## config.mk

```make
export PLATFORM = sky130hd
export DESIGN_NAME = maze_controller_flat
export DESIGN_NICKNAME = d
export VERILOG_FILES = /design/src/rtl/maze_pkg.sv /design/src/rtl/maze_controller_if.sv /design/src/rtl/maze_controller.sv /design/src/flat_wrapper.sv
export SDC_FILE = /design/constraint.sdc
export NUM_CORES = 1
export LEC_CHECK = 0
export CAP_MARGIN = 5
export CORE_ASPECT_RATIO = 0.7
export CORE_MARGIN = 1.5
export CORE_UTILIZATION = 30
export CTS_CLUSTER_DIAMETER = 40
export DETAILED_ROUTE_END_ITERATION = 8
export PLACE_DENSITY = 0.69
export SYNTH_ARGS = -nofsm -noshare
export SYNTH_HDL_FRONTEND = slang
export SYNTH_SLANG_ARGS = --single-unit
```

## constraint.sdc

```tcl
create_clock -name clk -period 2.12 [get_ports clk]
set_input_delay 0.424 -clock clk [delete_from_list [all_inputs] [get_ports clk]]
set_output_delay 0.424 -clock clk [all_outputs]
set_load 0.05 [all_outputs]
```

## src/rtl/maze_pkg.sv

```systemverilog
// Shared definitions for the rat-in-maze controller: FSM state codes,
// move directions and the direction-reversal helper.
package maze_pkg;

    typedef logic [1:0] dir_t;
    typedef logic [3:0] state_t;

    localparam dir_t DIR_UP    = 2'b00;
    localparam dir_t DIR_RIGHT = 2'b01;
    localparam dir_t DIR_LEFT  = 2'b10;
    localparam dir_t DIR_DOWN  = 2'b11;

    localparam state_t ST_IDLE   = 4'd0;
    localparam state_t ST_INIT   = 4'd1;
    localparam state_t ST_CHECK  = 4'd2;
    localparam state_t ST_TRY    = 4'd3;
    localparam state_t ST_READ   = 4'd4;
    localparam state_t ST_MOVE   = 4'd5;
    localparam state_t ST_NEXT   = 4'd6;
    localparam state_t ST_POPCHK = 4'd7;
    localparam state_t ST_BACK   = 4'd8;
    localparam state_t ST_DONE   = 4'd9;
    localparam state_t ST_FAIL   = 4'd10;

    // The encoding pairs each direction with its reverse as bitwise complements.
    function automatic dir_t opposite(input dir_t d);
        return ~d;
    endfunction

endpackage

```

## src/rtl/maze_controller_if.sv

```systemverilog
// Bundle of the controller's links to the location datapath, maze memory
// and direction stack; master is the controller, slave the surrounding logic.
interface maze_if;
    import maze_pkg::*;

    logic       start;
    logic [7:0] currLoc;
    dir_t       dir;
    logic       rgLd;
    logic [7:0] nxtLoc;
    logic       cntReach;
    logic [7:0] memAdr;
    logic       memRd;
    logic       memRdData;
    logic       memWr;
    logic       push;
    logic       pop;
    dir_t       stkDin;
    dir_t       stkTop;
    logic       stkEmpty;
    logic       done;
    logic       fail;

    modport master (
        input  start, nxtLoc, cntReach, memRdData, stkTop, stkEmpty,
        output currLoc, dir, rgLd, memAdr, memRd, memWr, push, pop, stkDin,
               done, fail
    );

    modport slave (
        output start, nxtLoc, cntReach, memRdData, stkTop, stkEmpty,
        input  currLoc, dir, rgLd, memAdr, memRd, memWr, push, pop, stkDin,
               done, fail
    );

endinterface

```

## src/rtl/maze_controller.sv

```systemverilog
// Depth-first search sequencer for a 16x16 maze: tries directions in fixed
// order, marks visited cells, and backtracks through the external direction stack.
module maze_controller
    import maze_pkg::*;
#(
    parameter logic [7:0] START_LOC = 8'h00,
    parameter logic [7:0] GOAL_LOC  = 8'hFF
) (
    input  logic clk,
    input  logic rst,
    maze_if.master bus
);

    state_t     state_q, state_d;
    logic [7:0] curr_loc_q, curr_loc_d;
    dir_t       dir_reg_q, dir_reg_d;

    dir_t       dir_o;
    logic       rg_ld;
    logic [7:0] mem_adr;
    logic       mem_rd;
    logic       mem_wr;
    logic       push_o;
    logic       pop_o;
    logic       done_o;
    logic       fail_o;

    always_comb begin
        state_d    = state_q;
        curr_loc_d = curr_loc_q;
        dir_reg_d  = dir_reg_q;
        dir_o      = dir_reg_q;
        rg_ld      = 1'b0;
        mem_adr    = curr_loc_q;
        mem_rd     = 1'b0;
        mem_wr     = 1'b0;
        push_o     = 1'b0;
        pop_o      = 1'b0;
        done_o     = 1'b0;
        fail_o     = 1'b0;

        case (state_q)
            ST_IDLE: begin
                if (bus.start) state_d = ST_INIT;
            end
            ST_INIT: begin
                curr_loc_d = START_LOC;
                dir_reg_d  = DIR_UP;
                mem_wr     = 1'b1;
                mem_adr    = START_LOC;
                rg_ld      = 1'b1;
                state_d    = ST_CHECK;
            end
            ST_CHECK: begin
                state_d = (curr_loc_q == GOAL_LOC) ? ST_DONE : ST_TRY;
            end
            ST_TRY: begin
                if (bus.cntReach) begin
                    state_d = ST_NEXT;
                end else begin
                    mem_rd  = 1'b1;
                    mem_adr = bus.nxtLoc;
                    state_d = ST_READ;
                end
            end
            ST_READ: begin
                // Address stays on the candidate while the memory returns its bit.
                mem_adr = bus.nxtLoc;
                state_d = bus.memRdData ? ST_NEXT : ST_MOVE;
            end
            ST_MOVE: begin
                push_o     = 1'b1;
                mem_wr     = 1'b1;
                mem_adr    = bus.nxtLoc;
                curr_loc_d = bus.nxtLoc;
                rg_ld      = 1'b1;
                dir_reg_d  = DIR_UP;
                state_d    = ST_CHECK;
            end
            ST_NEXT: begin
                if (dir_reg_q == DIR_DOWN) begin
                    state_d = ST_POPCHK;
                end else begin
                    dir_reg_d = dir_reg_q + 2'd1;
                    state_d   = ST_TRY;
                end
            end
            ST_POPCHK: begin
                state_d = bus.stkEmpty ? ST_FAIL : ST_BACK;
            end
            ST_BACK: begin
                // Undo the last forward move; resume with the direction after it.
                dir_o      = opposite(bus.stkTop);
                pop_o      = 1'b1;
                curr_loc_d = bus.nxtLoc;
                rg_ld      = 1'b1;
                dir_reg_d  = bus.stkTop;
                state_d    = ST_NEXT;
            end
            ST_DONE: begin
                done_o = 1'b1;
                if (bus.start) state_d = ST_INIT;
            end
            ST_FAIL: begin
                fail_o = 1'b1;
                if (bus.start) state_d = ST_INIT;
            end
            default: begin
                state_d = ST_IDLE;
            end
        endcase
    end

    always_ff @(posedge clk) begin
        if (rst) begin
            state_q    <= ST_IDLE;
            curr_loc_q <= START_LOC;
            dir_reg_q  <= DIR_UP;
        end else begin
            state_q    <= state_d;
            curr_loc_q <= curr_loc_d;
            dir_reg_q  <= dir_reg_d;
        end
    end

    assign bus.currLoc = curr_loc_q;
    assign bus.dir     = dir_o;
    assign bus.rgLd    = rg_ld;
    assign bus.memAdr  = mem_adr;
    assign bus.memRd   = mem_rd;
    assign bus.memWr   = mem_wr;
    assign bus.push    = push_o;
    assign bus.pop     = pop_o;
    assign bus.stkDin  = dir_reg_q;
    assign bus.done    = done_o;
    assign bus.fail    = fail_o;

endmodule
```

## src/flat_wrapper.sv

```systemverilog
// flat-port wrapper written by rule: the top's interface ports become plain ports
module maze_controller_flat import maze_pkg::*;
#(
    parameter logic [7:0] START_LOC = 8'h00,
    parameter logic [7:0] GOAL_LOC  = 8'hFF
)
  (clk, rst, bus_start, bus_nxtLoc, bus_cntReach, bus_memRdData, bus_stkTop, bus_stkEmpty, bus_currLoc, bus_dir, bus_rgLd, bus_memAdr, bus_memRd, bus_memWr, bus_push, bus_pop, bus_stkDin, bus_done, bus_fail);
  maze_if bus_i ();
  input  logic clk;
  input  logic rst;
  input wire logic [$bits(bus_i.start)-1:0] bus_start;
  input wire logic [$bits(bus_i.nxtLoc)-1:0] bus_nxtLoc;
  input wire logic [$bits(bus_i.cntReach)-1:0] bus_cntReach;
  input wire logic [$bits(bus_i.memRdData)-1:0] bus_memRdData;
  input wire logic [$bits(bus_i.stkTop)-1:0] bus_stkTop;
  input wire logic [$bits(bus_i.stkEmpty)-1:0] bus_stkEmpty;
  output wire logic [$bits(bus_i.currLoc)-1:0] bus_currLoc;
  output wire logic [$bits(bus_i.dir)-1:0] bus_dir;
  output wire logic [$bits(bus_i.rgLd)-1:0] bus_rgLd;
  output wire logic [$bits(bus_i.memAdr)-1:0] bus_memAdr;
  output wire logic [$bits(bus_i.memRd)-1:0] bus_memRd;
  output wire logic [$bits(bus_i.memWr)-1:0] bus_memWr;
  output wire logic [$bits(bus_i.push)-1:0] bus_push;
  output wire logic [$bits(bus_i.pop)-1:0] bus_pop;
  output wire logic [$bits(bus_i.stkDin)-1:0] bus_stkDin;
  output wire logic [$bits(bus_i.done)-1:0] bus_done;
  output wire logic [$bits(bus_i.fail)-1:0] bus_fail;
  assign bus_i.start = bus_start;
  assign bus_i.nxtLoc = bus_nxtLoc;
  assign bus_i.cntReach = bus_cntReach;
  assign bus_i.memRdData = bus_memRdData;
  assign bus_i.stkTop = bus_stkTop;
  assign bus_i.stkEmpty = bus_stkEmpty;
  assign bus_currLoc = bus_i.currLoc;
  assign bus_dir = bus_i.dir;
  assign bus_rgLd = bus_i.rgLd;
  assign bus_memAdr = bus_i.memAdr;
  assign bus_memRd = bus_i.memRd;
  assign bus_memWr = bus_i.memWr;
  assign bus_push = bus_i.push;
  assign bus_pop = bus_i.pop;
  assign bus_stkDin = bus_i.stkDin;
  assign bus_done = bus_i.done;
  assign bus_fail = bus_i.fail;
  maze_controller #(.START_LOC(START_LOC), .GOAL_LOC(GOAL_LOC)) u_core (.clk(clk), .rst(rst), .bus(bus_i));
endmodule
```

==> impl.org, run 1 <==
** Power
- The design draws 0.000814 W.
- Relative contribution of combinational cells to total power :: 0.326
- In this run the power spent charging and discharging nets is 0.000249 W.
- The share of total power dissipated in sequential elements is 0.357.
- The internal power of the cells totals 0.000566 W.
- Total power density per cell area :: 492 nW/um2
- VDD sags by at most 0.327 mV.
- Of the total power, the share spent switching nets is 0.305.
- Clock group share of total power :: 0.317
- Summed over all cells, the static leakage comes to 0.616 nW.

** Routing
- The final layout contains routed wiring with a total length of 2730 um.
- Remaining antenna violation count :: 0
- After detailed routing, the number of vias per cell comes to 5.37.
- For this run, design rule violations remaining after detail routing come to 0.
- Summing over every cut layer, the via total after detailed routing is 1020.
- After the first detailed-routing iteration, the DRC count stood at 49.
- Post-detailed-route wirelength per cell :: 14.4 um
- Detailed-router iteration count before antenna repair :: 4

** Worst hold path
- Type of the most critical hold path :: reg -> reg
- Hold Crit Endpoint :: u_core.bus.stkDin[1]
- Min-Delay Path Depth :: 2
- The startpoint identified for the worst hold timing path is u_core.bus.stkDin[1].

** Layout
- Diodes inserted :: 0
- Relative to the synthesized area, the layout overhead comes to 85.7%.
- Share of final-layout standard cells stronger than drive strength 1 :: 0.305
- The final layout contains 172 nets.
- In the layout the commonest cells are 24 x sky130_fd_sc_hd__clkdlybuf4s50_1, 16 x sky130_fd_sc_hd__a22o_1, 16 x sky130_fd_sc_hd__buf_12.
- Counting the fill cells in the layout gives 241.
- The finished layout holds 190 standard cells, fillers aside.
- Most common library cell in the layout ignoring fill and taps :: sky130_fd_sc_hd__clkdlybuf4s50_1

** Placement
- Once detailed placement completed, the half-perimeter wirelength came to 2110 um.
- Placed Cells incl. Taps :: 185
- During placement, the flow inserted port buffers numbering 42.
- The congestion estimate from routability-driven global placement came to 0.834.

** Critical path
- Measured in cells, the most critical reg-to-reg path has a length of 5.
- Critical path required time :: 1.70 ns
- Critical path class :: reg -> out
- Worst Path Max Fanout :: 8
- The largest individual stage delay along the critical path comes from the cell sky130_fd_sc_hd__dfxtp_1.
- STA classifies the critical path endpoint as an output pin.
- Origin of the critical flop-to-flop path :: u_core.state_q[0]
- In this design, the stage delay of the slowest critical-path cell is 0.47 ns.
- In this run the critical register-to-register path is captured at u_core.state_q[3].
- Crit path buffers/inverters :: 2
- On the critical path the largest part of the delay comes from flip-flops.
- Across all register-to-register paths, the minimum setup slack is 0.43 ns.
- Crit start category :: flip-flop
- Walking the worst path, the cells encountered are nor2_1, a31oi_1, nor2_2, buf_4, a22o_1, buf_12.
- At the worst endpoint, the arrival time is 1.58 ns.
- Start point of the critical path :: u_core.state_q[2]

** Die
- For this configuration, the core starts out at a cell density of 0.318.
- Std cell rows :: 16
- Width of the die :: 68.1 um
- Area of the die :: 3310 um2
- Count of pins on the block boundary :: 43
- The floorplan step set the die height to 48.6 um.
- Core box area :: 2800 um2

** GRT
- The via count of the first global-routing pass is 922.
- Global route overflow :: 0
- Entering global routing, the biggest net connects 18 pins.
- The initial antenna violation count came to 0.
- The first global-routing pass estimated 4380 um of wire.
- In the global route stage, overall resource usage came out at 0.173.

** Synth
- Synthesized cell area :: 891 um2
- Unique cell type count in the Yosys netlist :: 38
- The average instance in the mapped netlist occupies 8.48 um2.
- Share of synthesized area occupied by flip-flops and latches :: 0.315
- Yosys printed 0 warnings.
- The cell count after synthesis came out at 105.
- When the netlist entered floorplanning its net count stood at 122.
- Synthesis inferred 14 register bits.

** Clocking
- Clock buffer count from CTS :: 3
- TritonCTS built the clock tree.
- Number of sinks handled by clock tree synthesis :: 14
- Worst skew pair latency :: 0.24 ns
- In this run the number of H-tree levels came out at 1.
- The tree is rooted in a sky130_fd_sc_hd__clkbuf_8.
- Register clock-pin slew on the reported worst setup and hold paths :: 0.06 ns
- Max clock buf depth :: 2

** STA
- Final-report max-slew violation count :: 0
- For the finished layout, the period the worst path requires is 2.01 ns.
- For the pin with the worst max-slew slack, the measured transition is 0.518 ns.
- Dividing the final minimum period by the clock period gives 0.946.
- Setup violations remaining at the end of the flow were counted as 0.
- Setup repair after global routing left no endpoint under its margin.
- Clock Skew :: 0.000396 ns
- Timing-limited maximum frequency :: 499 MHz
- The number of failing hold endpoints at the final stage was 0.
- The worst pin sits at a relative slew slack of 0.653.

** Run
- Max cap viols :: 0

** Outcome
- Run status :: complete, no violations
## logic make-up (layout without fill, tap and decap cells)
group | count (synthesis) | in the layout | synth area share
xor gates and xnor gates | 1 | 1 | 0.00983
adders and majority gates | 1 | 1 | 0.0140
and+or+nand+nor | 41 | 41 | 0.282
buffers and inverters | 10 | 59 | 0.0548
AOI/OAI and AO/OA | 38 | 38 | 0.324
DFF | 14 | 14 | 0.315
## worst max-delay path by stage
stage | endpoint | slack (ns) | cells past startpoint
after detailed placement | bus_memAdr[0] | -0.26 | 6
after global routing | bus_memAdr[3] | 0.01 | 6
after CTS | bus_dir[0] | 0.03 | 6
after global placement | bus_memAdr[3] | -0.19 | 6
after floorplan | bus_dir[0] | -0.08 | 4
final | bus_memAdr[0] | 0.11 | 6
## per-layer routing
| metal | share of wire | track usage |
|---|---|---|
| met4 | 0.0084 | 0.0500 |
| met2 | 0.49 | 0.267 |
| met1 | 0.46 | 0.241 |
| met3 | 0.039 | 0.0349 |
| met5 | 0 | 0 |
## synthesized netlist by cell type
| cell | count | area, um2 |
|---|---|---|
| sky130_fd_sc_hd__or3_1 | 2 | 12.5 |
| sky130_fd_sc_hd__and3_1 | 1 | 6.26 |
| sky130_fd_sc_hd__a21oi_1 | 7 | 35.0 |
| sky130_fd_sc_hd__a211oi_2 | 1 | 12.5 |
| sky130_fd_sc_hd__nor3b_2 | 1 | 12.5 |
| sky130_fd_sc_hd__o21a_1 | 1 | 7.51 |
| sky130_fd_sc_hd__buf_6 | 1 | 11.3 |
| sky130_fd_sc_hd__or4b_1 | 1 | 10.0 |
| sky130_fd_sc_hd__a211o_1 | 1 | 8.76 |
| sky130_fd_sc_hd__nor2_1 | 12 | 45.0 |
| sky130_fd_sc_hd__nand2b_1 | 5 | 31.3 |
| sky130_fd_sc_hd__nor4b_1 | 1 | 8.76 |
| sky130_fd_sc_hd__a22oi_1 | 1 | 7.51 |
| sky130_fd_sc_hd__nand2_1 | 5 | 18.8 |
| sky130_fd_sc_hd__nand3b_1 | 1 | 7.51 |
| sky130_fd_sc_hd__dfxtp_1 | 14 | 280 |
| sky130_fd_sc_hd__and2_1 | 1 | 6.26 |
| sky130_fd_sc_hd__nand4_1 | 2 | 12.5 |
| sky130_fd_sc_hd__o221ai_1 | 1 | 8.76 |
| sky130_fd_sc_hd__nor3b_1 | 1 | 7.51 |
| sky130_fd_sc_hd__or2_2 | 2 | 12.5 |
| sky130_fd_sc_hd__nor4b_4 | 1 | 23.8 |
| sky130_fd_sc_hd__nor2b_1 | 2 | 12.5 |
| sky130_fd_sc_hd__a32oi_1 | 2 | 17.5 |
| sky130_fd_sc_hd__o211ai_1 | 1 | 7.51 |
| sky130_fd_sc_hd__nor3_2 | 1 | 10.0 |
| sky130_fd_sc_hd__nor3_1 | 1 | 5.00 |
| sky130_fd_sc_hd__a22o_1 | 16 | 140 |
| sky130_fd_sc_hd__o21ai_0 | 2 | 10.0 |
| sky130_fd_sc_hd__o22ai_1 | 2 | 12.5 |
| sky130_fd_sc_hd__a31oi_1 | 2 | 12.5 |
| sky130_fd_sc_hd__clkbuf_1 | 3 | 11.3 |
| sky130_fd_sc_hd__a2111oi_0 | 1 | 8.76 |
| sky130_fd_sc_hd__and3b_1 | 1 | 8.76 |
| sky130_fd_sc_hd__ha_1 | 1 | 12.5 |
| sky130_fd_sc_hd__inv_1 | 3 | 11.3 |
| sky130_fd_sc_hd__buf_2 | 3 | 15.0 |
| sky130_fd_sc_hd__xnor2_1 | 1 | 8.76 |
## area by class of cell
type,instances,area [um2],share of cell area
inverters,3,11.3,0.00681
flip-flops and latches,14,284,0.172
repair buffers,52,656,0.396
well taps,36,45.0,0.0272
multi-input cells,81,603,0.365
clock buffers,4,55.1,0.0333
## state kept, by name, indices dropped and copies added, names as in the netlist
signal	flops
u_core.state_q	4
u_core.bus.currLoc	8
u_core.bus.stkDin	2
## tightest hold or removal path: cells and delay by family (launching register included)
kind / cells / cell delay [ns]
flip-flops: 1 / 0.34
AO/OA/AOI/OAI: 1 / 0.05
AND/OR/NAND/NOR: 1 / 0.07
## timing repair
action | 4_1_cts | 5_1_grt
resized for setup | 3 | 5
pin swaps | 2 | 0
setup buffers | 1 | 0
endpoints found under the setup margin | 8 | 13
cloned | 0 | 0
hold buffers | 0 | 0
## stage by stage
stage | setup TNS (ns) | setup slack (ns) | hold WS [ns] | util | instance area [um2]
after floorplan | -0.469 | -0.0823 | 0.557 | - | 927
after global placement | -1.47 | -0.188 | 0.495 | 0.564 | 1580
after detailed placement | -2.04 | -0.265 | 0.497 | 0.564 | 1580
after CTS | 0 | 0.0291 | 0.508 | 0.587 | 1640
after global routing | 0 | 0.0104 | 0.535 | 0.590 | 1650
final | 0 | 0.115 | 0.502 | 0.590 | 1650
## power by group through the flow
| stage | combinational (W) | clock, W | sequential [W] |
|---|---|---|---|
| floorplan | 0.000141 | 0 | 0.000287 |
| global placement | 0.000257 | 0 | 0.000294 |
| global route | 0.000281 | 0.000278 | 0.000293 |
| CTS | 0.000265 | 0.000266 | 0.000289 |
| detailed placement | 0.000261 | 0 | 0.000294 |
| finish | 0.000266 | 0.000258 | 0.000291 |
(Power assumes the default switching activity.)
==> run 2: changes to the inputs <==
ABC_CLOCK_PERIOD_IN_PS = 2120   (was default)
CORE_MARGIN = default   (was 1.5)
==> impl.org, run 2 (synthesis results as in run 1) <==
** STA
- Final-report max-slew violation count :: 0
- For the pin with the worst max-slew slack, the measured transition is 0.585 ns.
- Based on the critical path, the design can be clocked at up to 496 MHz.
- Fin crit period :: 2.02 ns
- Final number of hold-violating endpoints :: 0
- Across the routed clock network, the largest skew measured is 0.000738 ns.
- Setup violations remaining at the end of the flow were counted as 0.
- Setup repair after global routing left no endpoint under its margin.
- Final clock period utilization by the worst path :: 0.952
- Final worst setup slack :: 0.103 ns
- Normalized max-slew margin :: 0.608

** Routing
- After detailed routing, the average wire length per cell comes to 14.1 um.
- For this block, the routed nets add up to 2710 um of wire.
- Remaining antenna violation count :: 0
- The first detailed-routing pass took 4 iterations.
- Via count of the routed design :: 1024
- DRC violations left :: 0
- The detailed router finished its first iteration with 72 violations.
- Average vias per placed instance :: 5.33

** Power
- IR analysis of the VDD net gives a maximum drop of 0.215 mV.
- Total power density per cell area :: 461 nW/um2
- Static leakage :: 0.624 nW
- Post-layout total power :: 0.000764 W

** Placement
- Count of buffers inserted at the top-level ports :: 42
- Placed standard-cell area :: 1570 um2
- Final Wtd Congestion :: 0.774
- Post-DP HPWL :: 2060 um
- Timing analysis after detailed placement gives a worst setup slack of -0.255 ns.

** Layout
- Share of final-layout standard cells stronger than drive strength 1 :: 0.295
- 0 antenna diodes ended up in the layout.
- NumNets Final :: 175
- The register with the most flip-flops in the layout has 8 of them.
- Utilization after layout :: 0.592
- Final non-filler cell area :: 1660 um2
- Leading cell types in the layout, fill and taps excluded :: 24 x sky130_fd_sc_hd__clkdlybuf4s50_1, 16 x sky130_fd_sc_hd__a22o_1, 16 x sky130_fd_sc_hd__buf_12
- Most common library cell in the layout ignoring fill and taps :: sky130_fd_sc_hd__clkdlybuf4s50_1
- Relative to the synthesized area, the layout overhead comes to 86.1%.

** Die
- Width of the die :: 67.1 um
- Core box area :: 2800 um2
- For this configuration, the core starts out at a cell density of 0.318.
- Overall die height :: 47.6 um
- Count of pins on the block boundary :: 43
- Std cell rows :: 16
- Area of the die :: 3190 um2

** Critical path
- Data on the critical path is required at its endpoint by 1.70 ns.
- In this run the critical register-to-register path is launched from u_core.state_q[2].
- Of all nets on the critical path, the largest fanout is 16.
- At the worst endpoint, the arrival time is 1.59 ns.
- STA classifies the critical path endpoint as an output pin.
- Crit start category :: flip-flop
- Tracing the worst setup path back leads to its startpoint at u_core.state_q[2].
- By startpoint and endpoint, the worst setup path is classified as reg -> out.

** GRT
- Entering global routing, the biggest net connects 17 pins.
- The first global-routing pass estimated 3950 um of wire.
- The initial antenna violation count came to 0.
- Via count of the first global-routing pass :: 829
- Across every metal layer, demand over resource in global routing totals 0.165.
- Global routing finished with a remaining overflow of 0.

** Clocking
- After clock tree synthesis, the clock-pin slew on the worst setup and hold paths is 0.05 ns.
- Root buffer selected by CTS :: sky130_fd_sc_hd__clkbuf_8
- H-tree levels :: 1
- Worst skew pair latency :: 0.24 ns
- Number of sinks handled by clock tree synthesis :: 14
- TritonCTS clock tree :: yes
- The number of clock buffers added by TritonCTS is 3.
- Hold buffers post-CTS :: 0
- In this run the deepest clock path goes through 2 buffers.

** Worst hold path
- The min-delay analysis places its worst path in the category reg -> reg.
- The startpoint identified for the worst hold timing path is u_core.bus.stkDin[1].

** Run
- Max cap viols :: 0

** Outcome
- Run status :: complete, no violations
run 2: metrics by stage:
| step | std cells | setup TNS (ns) | hold slack (ns) |
|---|---|---|---|
| after floorplan | 105 | -0.469 | 0.557 |
| after global placement | 184 | -1.53 | 0.494 |
| after detailed placement | 184 | -1.96 | 0.502 |
| after CTS | 188 | 0 | 0.509 |
| after global routing | 192 | 0 | 0.537 |
| final | 192 | 0 | 0.510 |
run 2: area by class of cell:
type,instances,area [um2]
clock buffers,3,41.3
fillers,236,1140
inverters,3,11.3
multi-input cells,81,601
flip-flops and latches,14,282
well taps,36,45.0
repair buffers,55,678
run 2: timing repair:
item                                    4_1_cts  5_1_grt
endpoints found under the setup margin       10        2
pin swaps                                     1        0
setup buffers                                 1        4
gates resized for setup                       4        1
run 2: path summary, 6_finish.rpt:
path / endpoint / slack [ns] / depth (start not counted)
max: bus_dir[0] / 0.10 / 6
min: u_core.bus.stkDin[1] / 0.51 / 2
max reg2reg: u_core.bus.stkDin[1] / 0.39 / 7
min reg2reg: u_core.bus.stkDin[1] / 0.51 / 2
run 2: routing by layer:
metal | global-route usage | vias up | routed length, um
met5 | 0 | - | 0
met1 | 0.252 | 491 | 1300
met4 | 0.0340 | 0 | 0
met2 | 0.232 | 29 | 1280
li1 | - | 504 | -
met3 | 0.0381 | 0 | 130
run 2: power by group:
| part | internal [W] | switching, W | total, W |
|---|---|---|---|
| logic | 0.000126 | 0.000142 | 0.000268 |
| clock network | 0.000125 | 0.0000863 | 0.000212 |
| registers | 0.000271 | 0.0000126 | 0.000284 |
run 2: worst max-delay path: stages (launching register included):
cell and delay (ns):
sky130_fd_sc_hd__dfxtp_1 0.36, sky130_fd_sc_hd__buf_4 0.22, sky130_fd_sc_hd__nor4b_4 0.27, sky130_fd_sc_hd__buf_6 0.16, sky130_fd_sc_hd__nor2_2 0.05, sky130_fd_sc_hd__a21oi_4 0.14
sky130_fd_sc_hd__buf_12 0.15
==> run 3: changes to the inputs <==
--- a/config.mk
+++ b/config.mk
@@ -13,4 +13,5 @@
 export DETAILED_ROUTE_END_ITERATION = 8
 export PLACE_DENSITY = 0.69
+export SKIP_LAST_GASP = 1
 export SYNTH_ARGS = -nofsm -noshare
 export SYNTH_HDL_FRONTEND = slang
==> constraint.sdc (replaced) <==
create_clock -name clk -period 2.12 [get_ports clk]
set_input_delay 0.424 -clock clk [delete_from_list [all_inputs] [get_ports clk]]
set_output_delay 0.424 -clock clk [all_outputs]
set_load 0.005 [all_outputs]
==> impl.org, run 3 (synthesis results as in run 1) <==
** STA
- RSZ-0062 raised after global routing :: yes
- At the pin with the least slew margin, the transition time is 0.509 ns.
- Fin crit period :: 2.24 ns
- Final number of hold-violating endpoints :: 0
- Derived from the worst setup path, the maximum achievable clock frequency is 446 MHz.
- In the post-route analysis, the smallest setup slack over all paths is -0.122 ns.
- Setup violations remaining at the end of the flow were counted as 2.
- The final number of max-transition violations came to 0.
- The clock arrives with 0.00166 ns of skew.
- Measured against its own limit, the worst slew margin works out to 0.659.
- Dividing the final minimum period by the clock period gives 1.06.

** Placement
- The wire-length estimate of the detail-placed layout is 2080 um.
- Final Wtd Congestion :: 0.848
- Count of buffers inserted at the top-level ports :: 42
- The number of placed instances, taps included, is 189.

** Critical path
- Data on the critical path is required at its endpoint by 1.70 ns.
- In this run the worst path has a maximum fanout of 7.
- Crit start category :: input pin
- Worst r2r dst :: u_core.bus.currLoc[3]
- Data on the critical path arrives at its endpoint at 1.82 ns.
- The critical path is of the in -> out type.
- Counting cells, the worst reg-to-reg path comes to 8.
- Worst setup slack for register-to-register paths :: 0.23 ns
- The startpoint identified for the worst register-to-register timing path is u_core.state_q[2].
- Category of the worst setup path capture point :: output pin

** Layout
- Area used by multi-input combinational logic :: 607 um2
- Leaving out fill and tap cells, the most frequent cell in the layout is sky130_fd_sc_hd__clkdlybuf4s50_1.
- Filler cell count :: 253
- Flip-flop count of the largest register after layout :: 8
- Area grow syn2layout :: 84.0%
- The sequential cells in the finished layout cover a total of 293 um2.
- Leaving out fill and tap cells, the most frequent cells in the layout are 31 x sky130_fd_sc_hd__clkdlybuf4s50_1, 25 x sky130_fd_sc_hd__buf_4, 16 x sky130_fd_sc_hd__a22o_1.
- Final Instance Count excl. Fillers :: 207
- Diodes inserted :: 0
- Share of final-layout standard cells stronger than drive strength 1 :: 0.298
- The net count of the finished layout is 189.

** Clocking
- After clock tree synthesis, the clock-pin slew on the worst setup and hold paths is 0.06 ns.
- Number of sinks handled by clock tree synthesis :: 14
- Max clock buf depth :: 2
- Worst skew pair latency :: 0.25 ns
- In this run, CTS created clock tree buffers numbering 3.
- Root buffer selected by CTS :: sky130_fd_sc_hd__clkbuf_8
- In this run the number of H-tree levels came out at 1.
- TritonCTS built the clock tree.

** Power
- Total internal power :: 0.000572 W
- Switching power total :: 0.000211 W
- Switching share of total power :: 0.269
- Highest ir drop seen on vdd :: 0.473 mV
- Clock group share of total power :: 0.335
- Of the total power, combinational logic draws 0.305.
- Of the total power, registers draw 0.360.
- The completed layout was analyzed and its total power is 0.000783 W.
- Dividing total power by cell area gives a power density of 478 nW/um2.
- Static leakage :: 0.695 nW

** Die
- Overall die height :: 47.6 um
- The floorplan step defined a die boundary enclosing 3190 um2.
- The initial utilization of the core area, before any placement, comes to 0.318.
- Count of pins on the block boundary :: 43
- The region available for standard cell placement spans 2800 um2.
- The floorplan step set the die width to 67.1 um.
- The floorplan has 16 rows.

** GRT
- Global route overflow :: 0
- Antenna violations before repair :: 0
- The first global-routing pass estimated 4660 um of wire.
- GR met3 Demand/Resource :: 0.0500
- Entering global routing, the biggest net connects 12 pins.
- In the global route stage, met2 resource usage came out at 0.324.
- In the global route stage, overall resource usage came out at 0.201.
- Most used routing layer in global routing :: met2
- Met1 Track Usage GR :: 0.263
- The via count of the first global-routing pass came to 1008.

** Routing
- For this run, design rule violations remaining after detail routing come to 0.
- For this block, the initial DRC count from the detailed router was 55.
- Dividing the detail-routed via count by the number of cells gives 5.29.
- The detail route stage leaves a number of antenna-violating nets equal to 0.
- Post-detailed-route wirelength per cell :: 14.5 um
- The first detailed-routing pass ran for 4 iterations.
- Summing over every cut layer, the via total after detailed routing is 1094.
- Wires add up to 3000 um.

** Worst hold path
- For hold timing, the worst endpoint is u_core.bus.stkDin[1].
- Min-Delay Path Depth :: 2
- The tightest min-delay check is of the reg -> reg type.
- Origin of the worst min-delay path :: u_core.bus.stkDin[1]

** Outcome
- Violated checks :: negative setup slack
- Run status :: finished with violations

** Run
- The tool flagged a number of max-cap violations equal to 0.
## run 3: cell types whose count changed in the layout (fill, tap and decap cells not counted), sizes merged
cell           change
buf                -3
dlygate4sd2        +2
clkbuf             +4
dlymetal6s2s       +3
clkdlybuf4s15      +2
clkdlybuf4s50      +7
## run 3: through the flow
stage               hold WS, ns  cell area, um2  setup TNS [ns]  setup WS, ns  utilization
floorplan                 0.477             891               0         0.397            -
global placement          0.479            1430           -3.98        -0.503        0.510
detailed placement        0.510            1430           -4.30        -0.559        0.510
CTS                       0.517            1580          -0.707        -0.129        0.564
global route              0.550            1640          -0.454        -0.190        0.585
finish                    0.515            1640          -0.236        -0.122        0.585
## run 3: what timing repair did
action	in CTS	in global routing
hold endpoints to repair	0	0
pin swaps	9	3
hold buffers	0	0
setup endpoints to repair	17	15
gates resized for setup	20	19
setup buffers	10	4
## run 3: how the worst max path moves through the flow
stage	from	end	cells past startpoint	slack (ns)
finish	bus_cntReach	bus_memAdr[5]	6	-0.12
global route	bus_cntReach	bus_memAdr[5]	6	-0.19
CTS	u_core.state_q[2]	bus_memAdr[6]	6	-0.13
detailed placement	bus_cntReach	bus_memAdr[1]	6	-0.56
global placement	bus_cntReach	bus_memAdr[0]	6	-0.50
floorplan	u_core.state_q[1]	bus_memAdr[0]	5	0.40
## run 3: worst max-delay path: stages
cell and delay (ns):
sky130_fd_sc_hd__dlygate4sd2_1 0.26, sky130_fd_sc_hd__nor2_1 0.16, sky130_fd_sc_hd__a31oi_2 0.13, sky130_fd_sc_hd__nor2_4 0.20, sky130_fd_sc_hd__a22o_1 0.15, sky130_fd_sc_hd__clkdlybuf4s50_1 0.49
## run 3: layout make-up
type / count / share of cell area
multi-input cells: 81 / 0.370
inverters: 3 / 0.00687
flip-flops and latches: 14 / 0.179
repair buffers: 69 / 0.383
clock buffers: 4 / 0.0336
well taps: 36 / 0.0275
## run 3: power by group through the flow
| stage | clock network [W] | registers, W | logic, W |
|---|---|---|---|
| after floorplan | 0 | 0.000282 | 0.0000932 |
| after global placement | 0 | 0.000288 | 0.000193 |
| after detailed placement | 0 | 0.000289 | 0.000195 |
| after CTS | 0.000267 | 0.000283 | 0.000224 |
| after global routing | 0.000283 | 0.000282 | 0.000259 |
| final | 0.000262 | 0.000281 | 0.000239 |
## run 3: metal layers
| layer | vias up | wire, um |
|---|---|---|
| met5 | - | 0 |
| met4 | 0 | 34 |
| met3 | 5 | 138 |
| met2 | 29 | 1430 |
| met1 | 530 | 1400 |
| li1 | 530 | - |
